--- src/rtl/aes_inv_sbox_seq.sv ---
// Sequential AES inverse S-box: inverse affine on the input byte, then a^254
// computed over seven square-and-multiply steps, behind valid/ready handshakes.
module aes_inv_sbox_seq #(
  parameter logic [7:0] AFF_CONST = 8'h05,
  parameter logic [7:0] GF_POLY   = 8'h1B
) (
  input  logic       clk,
  input  logic       rst_n,
  input  logic       in_valid,
  output logic       in_ready,
  input  logic [7:0] data_in,
  output logic       out_valid,
  input  logic       out_ready,
  output logic [7:0] data_out,
  output logic       busy
);

  // Handshakes: a byte moves on any rising edge where valid && ready are both
  // high; valid never waits on ready, and ready never depends on valid.
  typedef enum logic [1:0] {
    IDLE = 2'd0,
    CALC = 2'd1,
    DONE = 2'd2
  } state_t;

  state_t     state, state_nxt;
  logic [7:0] s, r, data_q;
  logic [2:0] cnt;
  logic [7:0] b, s_sq, r_mul;

  // Shift-and-add multiply; each doubling folds x^8 back in via GF_POLY.
  function automatic logic [7:0] gf_mul(input logic [7:0] a, input logic [7:0] m);
    logic [7:0] p;
    logic [7:0] aa;
    p  = 8'h00;
    aa = a;
    for (int i = 0; i < 8; i++) begin
      if (m[i]) p = p ^ aa;
      aa = {aa[6:0], 1'b0} ^ (aa[7] ? GF_POLY : 8'h00);
    end
    return p;
  endfunction

  always_comb begin
    b = 8'h00;
    for (int i = 0; i < 8; i++) begin
      b[i] = data_in[(i + 2) % 8] ^ data_in[(i + 5) % 8] ^ data_in[(i + 7) % 8] ^ AFF_CONST[i];
    end
  end

  assign s_sq  = gf_mul(s, s);
  assign r_mul = gf_mul(r, s_sq);

  always_comb begin
    state_nxt = state;
    case (state)
      IDLE:    if (in_valid) state_nxt = CALC;
      CALC:    if (cnt == 3'd6) state_nxt = DONE;
      DONE:    if (out_ready) state_nxt = IDLE;
      default: state_nxt = IDLE;
    endcase
  end

  always_ff @(posedge clk or negedge rst_n) begin
    if (!rst_n) begin
      state  <= IDLE;
      s      <= 8'h00;
      r      <= 8'h00;
      cnt    <= 3'd0;
      data_q <= 8'h00;
    end else begin
      state <= state_nxt;
      case (state)
        IDLE: begin
          if (in_valid) begin
            s   <= b;
            r   <= 8'h01;
            cnt <= 3'd0;
          end
        end
        CALC: begin
          // After k steps s = b^(2^k) and r = b^(2+4+...+2^k); step 7 gives b^254.
          s   <= s_sq;
          r   <= r_mul;
          cnt <= cnt + 3'd1;
          if (cnt == 3'd6) data_q <= r_mul;
        end
        default: ;
      endcase
    end
  end

  // Held low during reset even though the state register already reads IDLE.
  assign in_ready  = rst_n && (state == IDLE);
  assign out_valid = (state == DONE);
  assign busy      = (state != IDLE);
  assign data_out  = data_q;

endmodule

--- config.mk ---
export PLATFORM = sky130hd
export DESIGN_NAME = aes_inv_sbox_seq
export DESIGN_NICKNAME = d
export VERILOG_FILES = /design/src/rtl/aes_inv_sbox_seq.sv
export SDC_FILE = /design/constraint.sdc
export NUM_CORES = 1
export LEC_CHECK = 0
export ABC_AREA = 1
export ABC_CLOCK_PERIOD_IN_PS = 2650
export CORE_ASPECT_RATIO = 1.25
export CORE_MARGIN = 5
export CORE_UTILIZATION = 53
export DETAILED_ROUTE_END_ITERATION = 10
export GPL_TIMING_DRIVEN = 0
export PLACE_DENSITY = 0.72
export SLEW_MARGIN = 20
export SYNTH_ARGS = -nofsm -noshare
export SYNTH_HDL_FRONTEND = slang
export SYNTH_SLANG_ARGS = --single-unit
--- constraint.sdc ---
create_clock -name clk -period 2.65 [get_ports clk]
set_input_delay 0.6625 -clock clk [delete_from_list [all_inputs] [get_ports clk]]
set_output_delay 0.6625 -clock clk [all_outputs]
set_load 0.05 [all_outputs]
==> metrics <==
CP delay by family, top=simple AND/OR/NAND/NOR gates; Slew Limit Headroom=44.9%; Crit path top cell by count=nand2_1; initial antenna violation count=0; syn avg cell area=roughly 5.3 µm²; endpoints failing hold=0; TritonCTS clock tree=yes; RD Place Congestion=0.923; Worst Hold Class=in -> async; Syn Nets=around 840; Rows=37; Vias per Instance=5.54; Setup Skew=roughly 0.0064 ns; top-level I/O count=23; reg2reg end=data_out[5]; Pre-Repair DR Iteration Count=5; CTS Hold Bufs=0; Synth Flop Type=dfrtp_1; critical-path cell list=ha_4 -> inv_4 -> nand2_1 -> nand2_2 -> nand2_2 -> nand2_1 -> nor2_1 -> xnor2_1 -> nand3b_1 -> nand2_2 -> o21ai_0 -> nand2_1 -> xnor2_2 -> inv_1 -> nand2_1 -> nand2_2 -> nand2_1 -> nand2_1; Arrival @ worst endpoint=about 2.9 ns; worst-path fanout max=5; Synth Cell Area=4350 µm²; status=finished with violations; Num CTS Buffers=5; r2r worst-path depth=18; Worst R2R Start=s[7]; RSZ-0062 raised after global routing=true; Die W=91.0 µm; Setup crit end kind=register; die footprint=10100 µm²; final period utilization=101%; share of layout cells above drive strength 1=22.8%; Commonest cells post-synth=392 x nand2_1, 116 x nand3_1, 103 x inv_1; synth-to-layout area growth=28.1%; CP required=around 2.8 ns; final net count=between 800 and 900; Total GRT Usage=roughly 28%; initial DRC count=290; Distinct cells, synth=34; Slew Limit Fails=0; Clock Latency Late Sink=0.29 ns; DP Worst Slack=-0.289 ns; mean routed wirelength per cell=15.1 µm; setup TNS=-0.154 ns; fraction of registers with async set/reset=100%; Final Util=68.7%; DPL Wire Length=around 11 mm; Reg2Reg Setup Slack=-0.03 ns; Critical Path Max Stage Delay=approximately 0.42 ns; buffers added on ports=22; core area=8100 µm²; synth warn=0; Reg clk slew, reported paths=0.07 ns; Die Y-Extent=111 µm; initial core utilization=53.6%; startpoint types=register; Max Buffers Root-to-Sink=2; final critical-path setup slack=-0.0334 ns; vias in the first global route=around 5100; max-cap violation count=0; CP Buf/Inv Count=2; sequential share of the synthesized area=around 17%; FMAX=373 MHz; H-tree depth=2; post-layout min period=2.68 ns; top-area cell type share of the netlist area=approximately 34%; Sink Count=29; EDFF count, synth=0; top cells by area, synth=nand2_1 34%, dfrtp_1 17%, nand3_1 13%; # setup viols final=7; actual slew at the worst max-slew pin=0.824 ns; failing checks=negative setup slack; register bit total from synthesis=29; Vias=5362; largest net degree at the start of global routing=31; Post-route DRC=0; worst setup path class=reg -> reg; Slowest-stage cell, CP=dfrtp_1; Post-Route WL=between 10 and 15 mm; dominant cell by count in the synthesized netlist=nand2_1; GRT Residual Overflow=0; n_diodes=0; Post-DRT Antenna Nets=0; first-pass GRT wire length=22.9 mm; area leader, netlist=nand2_1; Gate Count Post-Synth=820; Root Driver=clkbuf_8
==> routing by layer <==
layer  vias to the layer above  part of all wire (%)  track usage (%)
met3                        82                   4.5             4.28
li1                       2635                     -                -
met5                         -                     0                0
met4                         0                   7.6             20.2
met2                       198                    51             50.5
met1                      2447                    37             27.8
==> repair_timing <==
action	in CTS	in global routing
gates resized for setup	87	82
setup buffers	13	5
setup endpoints to repair	17	16
pin swaps	31	36
cloned	1	2
==> layout by cell type (no fill, tap or decap), types with 8 or more instances in the layout <==
master,Yosys,layout
buf_4,8,19
nand2_2,18,63
buf_6,5,10
nand2_4,1,20
o21ai_0,8,8
nor2_1,43,36
inv_2,4,10
nand3b_1,12,12
inv_1,103,93
dfrtp_1,29,28
clkdlybuf4s50_1,0,20
nand3_2,0,27
xor2_1,24,23
xnor2_1,15,14
nand3_1,116,87
nand2_1,392,327
==> per-stage QoR <==
step | hold WS (ns) | instances | cell area, µm²
6_report | 0.281 | 968 | 5570
5_1_grt | 0.304 | 968 | 5570
4_1_cts | 0.293 | 961 | 5210
3_5_place_dp | 0.466 | 939 | 4680
3_3_place_gp | 0.462 | 939 | 4690
2_1_floorplan | 0.367 | 820 | 4350
==> logic make-up after synthesis <==
group	after synthesis	share of synthesized area [%]
AOI/OAI and AO/OA	23	3.51
and+or+nand+nor	593	57.4
adders and majority gates	3	0.864
buffers and inverters	132	13.2
DFF	29	16.7
xor gates and xnor gates	40	8.24
==> cell type report <==
class,instances,area (µm²)
buffer,23,193
clock buffer,6,82.6
clock inverter,2,13.8
fill,771,2530
inverter,109,427
multi-input combinational,659,3550
sequential,29,727
tap,97,121
timing repair buffer,43,452
==> how the worst max path moves through the flow <==
stage                      from     endpoint  depth (start not counted)
after global routing       s[7]  data_out[5]                         26
after global placement    rst_n     in_ready                          4
after floorplan            s[0]  data_out[3]                         24
after CTS                  s[7]  data_out[4]                         24
after detailed placement  rst_n     in_ready                          4
final                      s[7]  data_out[5]                         18
==> state kept, by name (all words and copies together), names as in the netlist <==
name and count:
data_out 8, r 8, state 2, cnt 3, s 8
Power is left out: the tool's default activity adds up to more than one toggle a clock period on the data nets, which glitch-free logic cannot reach.
